$ cat config.mk
export PLATFORM = sky130hd
export DESIGN_NAME = ddu_scan_ctrl
export DESIGN_NICKNAME = d
export VERILOG_FILES = /design/src/rtl/ddu_scan_ctrl.sv
export SDC_FILE = /design/constraint.sdc
export NUM_CORES = 1
export LEC_CHECK = 0
export ABC_AREA = 0
export BUFFER_PORTS_ARGS = -buffer_cell sky130_fd_sc_hd__buf_2
export CAP_MARGIN = 15
export CORE_MARGIN = 2
export CORE_UTILIZATION = 45
export DETAILED_ROUTE_END_ITERATION = 7
export PLACE_DENSITY = 0.66
export SYNTH_ARGS = -nofsm -noshare
export SYNTH_HDL_FRONTEND = slang
export SYNTH_SLANG_ARGS = --single-unit
$ cat constraint.sdc
create_clock -name clk -period 3.8 [get_ports clk]
set_input_delay 0.95 -clock clk [delete_from_list [all_inputs] [get_ports clk]]
set_output_delay 0.95 -clock clk [all_outputs]
set_load 0.02 [all_outputs]
$ cat src/rtl/ddu_scan_ctrl.sv
// Debug-display controller: debounced inc/dec address stepping with auto-repeat, and 7-seg scan.
// Define DDU_LZB_EN to enable leading-zero blanking of the scanned digits.
module ddu_scan_ctrl #(
  parameter int unsigned ADDR_W   = 8,
  parameter int unsigned DIGITS   = 8,
  parameter int unsigned SCAN_CYC = 1000,
  parameter int unsigned DB_CYC   = 50000,
  parameter int unsigned RPT_DLY  = 2500000,
  parameter int unsigned RPT_CYC  = 500000,
  parameter int unsigned WRAP     = 1
) (
  input  logic                  clk,
  input  logic                  rst,
  input  logic                  inc_btn,
  input  logic                  dec_btn,
  input  logic                  mem_sel,
  input  logic [4*DIGITS-1:0]   mem_data,
  input  logic [4*DIGITS-1:0]   reg_data,
  input  logic [ADDR_W-1:0]     pc,
  output logic [ADDR_W-1:0]     addr,
  output logic [DIGITS-1:0]     an,
  output logic [3:0]            hex,
  output logic [2*ADDR_W-1:0]   led,
  output logic [2:0]            rgb
);

  localparam int unsigned DATA_W  = 4 * DIGITS;
  localparam int unsigned IDX_W   = (DIGITS > 1) ? $clog2(DIGITS) : 1;
  localparam int unsigned SC_W    = $clog2(SCAN_CYC + 1);
  localparam int unsigned DB_W    = $clog2(DB_CYC + 1);
  localparam int unsigned RPT_MAX = (RPT_DLY > RPT_CYC) ? RPT_DLY : RPT_CYC;
  localparam int unsigned RP_W    = $clog2(RPT_MAX + 1);

  // Bit 0 = inc button, bit 1 = dec button.
  logic [1:0]        sync1_q, sync2_q, lvl_q, eff_prev_q, phase_q;
  logic [DB_W-1:0]   db_cnt_q  [2];
  logic [RP_W-1:0]   rpt_cnt_q [2];
  logic [1:0]        eff, rise, rpt_hit, step;
  logic [ADDR_W-1:0] addr_q, addr_up, addr_dn;

  logic [SC_W-1:0]   scan_q;
  logic [IDX_W-1:0]  idx_q;
  logic [DIGITS-1:0] an_q, an_d, dark;
  logic [3:0]        hex_q, hex_d;
  logic [DATA_W-1:0] show;
  logic [3:0]        nibs [DIGITS];
  logic              lead_zero;

  // A button only counts while the other is released; both held suppresses stepping.
  always_comb begin
    eff[0]  = lvl_q[0] & ~lvl_q[1];
    eff[1]  = lvl_q[1] & ~lvl_q[0];
    rise    = eff & ~eff_prev_q;
    rpt_hit = '0;
    for (int b = 0; b < 2; b++) begin
      rpt_hit[b] = eff[b] & ~rise[b] &
                   (phase_q[b] ? (rpt_cnt_q[b] == RP_W'(RPT_CYC - 1))
                               : (rpt_cnt_q[b] == RP_W'(RPT_DLY - 1)));
    end
    step    = rise | rpt_hit;
    addr_up = (WRAP != 0 || addr_q != {ADDR_W{1'b1}}) ? addr_q + ADDR_W'(1) : addr_q;
    addr_dn = (WRAP != 0 || addr_q != '0) ? addr_q - ADDR_W'(1) : addr_q;
  end

  always_comb begin
    show      = mem_sel ? mem_data : reg_data;
    lead_zero = 1'b1;
    dark      = '0;
    an_d      = '1;
    for (int j = 0; j < DIGITS; j++) begin
      nibs[j]   = show[4*(DIGITS-j)-1 -: 4];
      lead_zero = lead_zero & (nibs[j] == 4'h0);
      dark[j]   = lead_zero & (j != DIGITS - 1);
      an_d[DIGITS-1-j] = (idx_q != IDX_W'(j));
    end
    hex_d = nibs[idx_q];
`ifdef DDU_LZB_EN
    if (dark[idx_q]) an_d = '1;
`endif
  end

  always_ff @(posedge clk) begin
    if (rst) begin
      sync1_q    <= '0;
      sync2_q    <= '0;
      lvl_q      <= '0;
      eff_prev_q <= '0;
      phase_q    <= '0;
      for (int b = 0; b < 2; b++) begin
        db_cnt_q[b]  <= '0;
        rpt_cnt_q[b] <= '0;
      end
      addr_q <= '0;
      scan_q <= '0;
      idx_q  <= '0;
      an_q   <= '1;
      hex_q  <= '0;
    end else begin
      sync1_q    <= {dec_btn, inc_btn};
      sync2_q    <= sync1_q;
      eff_prev_q <= eff;
      for (int b = 0; b < 2; b++) begin
        if (sync2_q[b] != lvl_q[b]) begin
          if (db_cnt_q[b] == DB_W'(DB_CYC - 1)) begin
            lvl_q[b]    <= sync2_q[b];
            db_cnt_q[b] <= '0;
          end else begin
            db_cnt_q[b] <= db_cnt_q[b] + DB_W'(1);
          end
        end else begin
          db_cnt_q[b] <= '0;
        end
        if (!eff[b] || rise[b]) begin
          rpt_cnt_q[b] <= '0;
          phase_q[b]   <= 1'b0;
        end else if (rpt_hit[b]) begin
          rpt_cnt_q[b] <= '0;
          phase_q[b]   <= 1'b1;
        end else begin
          rpt_cnt_q[b] <= rpt_cnt_q[b] + RP_W'(1);
        end
      end
      if (step[0]) begin
        addr_q <= addr_up;
      end else if (step[1]) begin
        addr_q <= addr_dn;
      end
      if (scan_q == SC_W'(SCAN_CYC - 1)) begin
        scan_q <= '0;
        idx_q  <= (idx_q == IDX_W'(DIGITS - 1)) ? '0 : idx_q + IDX_W'(1);
      end else begin
        scan_q <= scan_q + SC_W'(1);
      end
      an_q  <= an_d;
      hex_q <= hex_d;
    end
  end

  assign addr = addr_q;
  assign an   = an_q;
  assign hex  = hex_q;
  assign led  = {pc, addr_q};
  assign rgb  = mem_sel ? 3'b110 : 3'b001;

endmodule

# Word level (Yosys, flattened, before mapping)
# Memories as Yosys holds them, arrays and structs flattened.
# Cells that the tools add are included.
op_classes:
  n_addsub: 8
  magnitude_cmp: 1
  eq_ne: 17
  n_mux: 68
  bitwise_logic: 26
  reduce_logical: 11
op_table:
  columns: ["cell", "count"]
  rows:
  - ["22-bit two-way mux", 6]
  - ["16-bit two-way mux", 6]
  - ["1-bit two-way mux", 48]
  - ["22-bit by 1-bit adder with 22-bit output, second input constant", 2]
  - ["22-bit by 19-bit equality test with 1-bit output, second input constant", 2]
  - ["22-bit equality test, second input constant", 2]
  - ["16-bit by 1-bit adder with 16-bit output, second input constant", 2]
  - ["16-bit equality test, second input constant", 2]
  - ["32-bit two-way mux", 1]
  - ["8-bit two-way mux", 2]
  - ["4-bit binary-select mux with 3-bit select", 1]
  - ["3-bit inequality test, second input constant", 4]
  - ["1-bit OR", 12]
  - ["10-bit by 1-bit adder with 10-bit output, second input constant", 1]
  - ["10-bit equality test, second input constant", 1]
  - ["8-bit by 1-bit adder with 8-bit output, second input constant", 1]
  - ["4-bit two-way mux", 2]
  - ["8-bit by 1-bit subtractor with 8-bit output, second input constant", 1]
  - ["1-bit bitwise AND", 6]
  - ["3-bit two-way mux", 2]
  - ["3-bit by 2-bit inequality test with 1-bit output, second input constant", 2]
  - ["2-bit OR reduction", 3]
  - ["4-bit greater-or-equal comparator, second input constant", 1]
  - ["1-bit NOT", 4]
  - ["other kinds (13)", 17]
totals:
  reg_bits: 43
  ramBits: 76
  input_bits: 77
  output_inout_bits: 39
  elab_cells: 145
  mem_count: 2
mem_list:
  columns: ["memory", "words", "word_bits", "read_ports", "rd_ports_with_merged_regs", "wr", "line_no", "rtl"]
  rows:
  - ["rpt_cnt_q", 2, 22, 2, 0, 2, "37", "logic [RP_W-1:0] rpt_cnt_q [2];"]
  - ["db_cnt_q", 2, 16, 2, 0, 2, "36", "logic [DB_W-1:0] db_cnt_q [2];"]

# Depth between registers and ports, before layout
logic_depth:
  depth_word: 12
  depth_mapped: 11
  depth_no_buf: 11

# Least setup slack after synthesis
# OpenSTA, ideal clock, no wires.
synth_path:
  path_type: "register -> register"
  start: "mem rpt_cnt_q[0][10] (netlist name)"
  end: "reg addr_q[7] (netlist: addr[7])"
  setup_ps: 64
  arrival_ps: 3251
  required_ps: 3736
  path_slack_ps: 484
  stages_incl_launch_ff: 12
  n_path_buf: 0
  period_less_slack_ps: 3316
  path_cell_list: "edfxtp_1 -> or3b_1 -> o2bb2a_1 -> o31ai_1 -> and2_1 -> inv_1 -> ha_1 -> a21oi_1 -> o211ai_1 -> o41a_1 -> a211o_1 -> nand4_1"
synth_rtl:
  columns: ["item", "line_no", "rtl"]
  rows:
  - ["start, declared", "37", null]
  - ["end signal, assigned", "124", "addr_q <= addr_up;"]
  - ["end signal, assigned", "126", "addr_q <= addr_dn;"]
  - ["end, declared", "39", "logic [ADDR_W-1:0] addr_q, addr_up, addr_dn;"]

==> impl_metrics.toml <==
[status]
status = "completed"

[final_layout]
n_fill_cell = 1314
drive_above_1_share_pct = 20.5
antenna_cells = 0
final_common_cell = "nor2_1"
fin_nets = 883
areaGrowthSynthToFinish_pct = 21.5
final_cell_mix = "nor2_1 (119), buf_2 (99), edfxtp_1 (76), conb_1 (76), xnor2_1 (44)"

[detailed_routing]
drt-wirelength-per-cell_um = 13.1
vias = 4851
drtPass1Iterations = 4
finalWirelength_um = 12900
via_per_inst = 4.92
drc = 0
initialDrtViolationCount = 212
ant_nets = 0

[cts]
clockBufferDepth = 2
cts.sinks = 119
cts-root-buf = "clkbuf_16"
postCtsHoldBufs = 0
cts_tree = "done"
htreeDepth = 4
cts_setup_buffers = 0
path_clk_slew_ns = 0.05
cts_resized = 0
numCtsBuffers = 17
clock_latency_ns = 0.41

[critical_path]
cp-endpoint = "addr[7]"
cp_cell_sequence = "or3b_1 -> o2bb2a_1 -> o31ai_1 -> and2_1 -> inv_1 -> ha_1 -> a21oi_1 -> o211ai_1 -> o41a_1 -> a211o_1 -> nand4_1"
r2r_cells = 11
r2r-end = "addr[7]"
worstPathMaxFanout = 6
critPathLaunch = "rpt_cnt_q[0][10]"
startpoint_type = "register"
endpoint_kind = "register"
cp.arrival_ns = 3.74
cpMaxStageDelayCell = "edfxtp_1"
slowest_delay_ns = 0.46
crit_type = "reg -> reg"
regToRegSetupSlack_ns = 0.41
crit_required_ns = 4.16
r2r-start = "rpt_cnt_q[0][10]"

[floorplan]
initial_core_util_pct = 45.8
rows = 44
die_w_um = 125
fp.dieH_um = 125
ios = 116
die_area_sq_mm = 0.0157
core-area_sq_mm = 0.0145

[synthesis]
synth_top_cell_area_share_pct = 34.4
synth_edf_count = 76
synth_top_area_cell = "edfxtp_1"
ys_seq_area_share_pct = 47.4
synth.distinct_cells = 55
synth_area_leaders = "edfxtp_1 (34%), dfxtp_1 (13%), mux4_2 (6.8%)"
synthCells = 630
syn_area_sq_mm = 0.00664
yosys_warnings = 0
syn_avg_cell_area_sq_um = 10.5
synth_flop_cell = "edfxtp_1"
async_flop_share_pct = 0
synth_seq_cells = 119

[min_path]
hp-class = "reg -> reg"

[grt]
grt_pass1_wl_um = 22000
overflow = 0
grt_max_degree = 23
grt_pass1_vias = 4887
antenna_found_initial = 0
grtUsageTotal_pct = 17.1

[timing]
slew_violations = 0
rsz0062_at_grt = "false"
fin_skew_ns = 0.00924
tns_ns = 0
fmax_mhz = 295
holdWs_ns = 0.424
relSlewSlack_pct = 40.6
hold_violations = 0
period_needed_ns = 3.39
layout_setup_ws_ns = 0.413
setup_viol = 0
worstMarginPinSlew_ns = 0.890
fin_crit_sh_pct = 89.1

[power_and_ir_drop]
p_leak_uw = 0.00313
p_int_uw = 2590
switching_share_pct = 20.1
powerDensity_mw_per_mm2 = 403
power_uw = 3250
clock_power_share_pct = 50.3
peakVddDrop_v = 0.000266
pwr-share-comb_pct = 4.9
switchingPower_uw = 651
seq_power_share_pct = 44.8

[job]
max-cap-violations = 0

[placement]
placement.io_buffers = 99
pre_cts_slack_ns = 0.475
finalWeightedCongestion = 0.817
dp_hpwl_um = 9510
[power by group through the flow]
stage,registers (uW),logic [uW],clock network [uW]
floorplan,1470,118,0
global placement,1480,154,0
detailed placement,1480,158,0
CTS,1450,159,1670
global route,1460,178,1720
finish,1450,160,1630
[sequential cells by signal (all words and copies together) (netlist names), 3 cells and up]
register,cells
rpt_cnt_q,44
an,8
addr,8
idx_q,3
scan_q,10
hex,4
db_cnt_q,32
[worst max-delay path: cells and delay by family, from the launching register on]
kind	cells	cell delay, ns
AO/OA/AOI/OAI	6	1.73
adder cells (fa/ha/maj)	1	0.31
buffers and inverters	1	0.13
flip-flops	1	0.46
AND/OR/NAND/NOR	3	0.71
[cell families (layout without fill, tap and decap cells)]
kind of cell             Yosys count  count (layout)  synth area share (%)
AO/OA/AOI/OAI                     32              32                  3.98
other                              1              76                0.0565
XOR/XNOR                          77              77                  10.2
AND/OR/NAND/NOR                  295             295                  22.3
adder cells (fa/ha/maj)           18              18                  3.51
buffers and inverters             60             156                  4.54
multiplexers                      28              28                  8.09
flip-flops                       119             119                  47.4
[final cells by class]
cell class | instances | area [sq um] | share of cell area [%]
clock buffers | 23 | 488 | 6.05
clock inverters | 9 | 121 | 1.51
inverters | 21 | 78.8 | 0.978
multi-input cells | 526 | 3470 | 43.1
flip-flops and latches | 119 | 3140 | 39.0
well taps | 184 | 230 | 2.86
repair buffers | 103 | 526 | 6.52
[metal layers]
metal | up-vias | track usage, % | share of wire, %
met1 | 2286 | 20.9 | 44
li1 | 2469 | - | -
met5 | - | 0 | 0
met4 | 0 | 6.14 | 1.7
met2 | 73 | 29.3 | 51
met3 | 23 | 4.32 | 3.8
[worst min path at each step]
stage                from    endpoint  slack, ns  cells after the start
2_1_floorplan   scan_q[0]   scan_q[0]       0.41                      1
3_3_place_gp   sync1_q[0]  sync2_q[0]       0.42                      1
3_5_place_dp   sync1_q[1]  sync2_q[1]       0.43                      1
4_1_cts        sync1_q[1]  sync2_q[1]       0.43                      1
5_1_grt        sync1_q[1]  sync2_q[1]       0.45                      1
6_report       sync1_q[1]  sync2_q[1]       0.42                      1
[synthesized netlist by cell type, types with 2 or more instances]
master    instances
a211o_1           3
a21oi_1           8
and2_1            2
and3_1           12
and4_1            6
buf_4            20
clkbuf_1         18
dfxtp_1          43
edfxtp_1         76
ha_1             17
inv_1            20
mux2_2            5
mux2i_1           3
mux4_2           20
nand2_1          32
nand2b_1          8
nand3_1          30
nand4_1          18
nor2_1          119
nor2b_1          22
nor3_1           15
nor3b_1           2
nor4_1            8
nor4b_1           4
nor4bb_1          4
o21a_1            4
o21ai_0           4
or3_1             4
or4b_2            2
xnor2_1          44
xor2_1           33
[per-stage QoR]
step           cell area [sq um]  util (%)  instances
6_report                    8060      55.7        985
4_1_cts                     8060      55.7        985
3_5_place_dp                7450      51.5        953
2_1_floorplan               6920         -        705
3_3_place_gp                7450      51.5        953
5_1_grt                     8060      55.7        985
No activity file was read; power rests on OpenSTA's default activity.
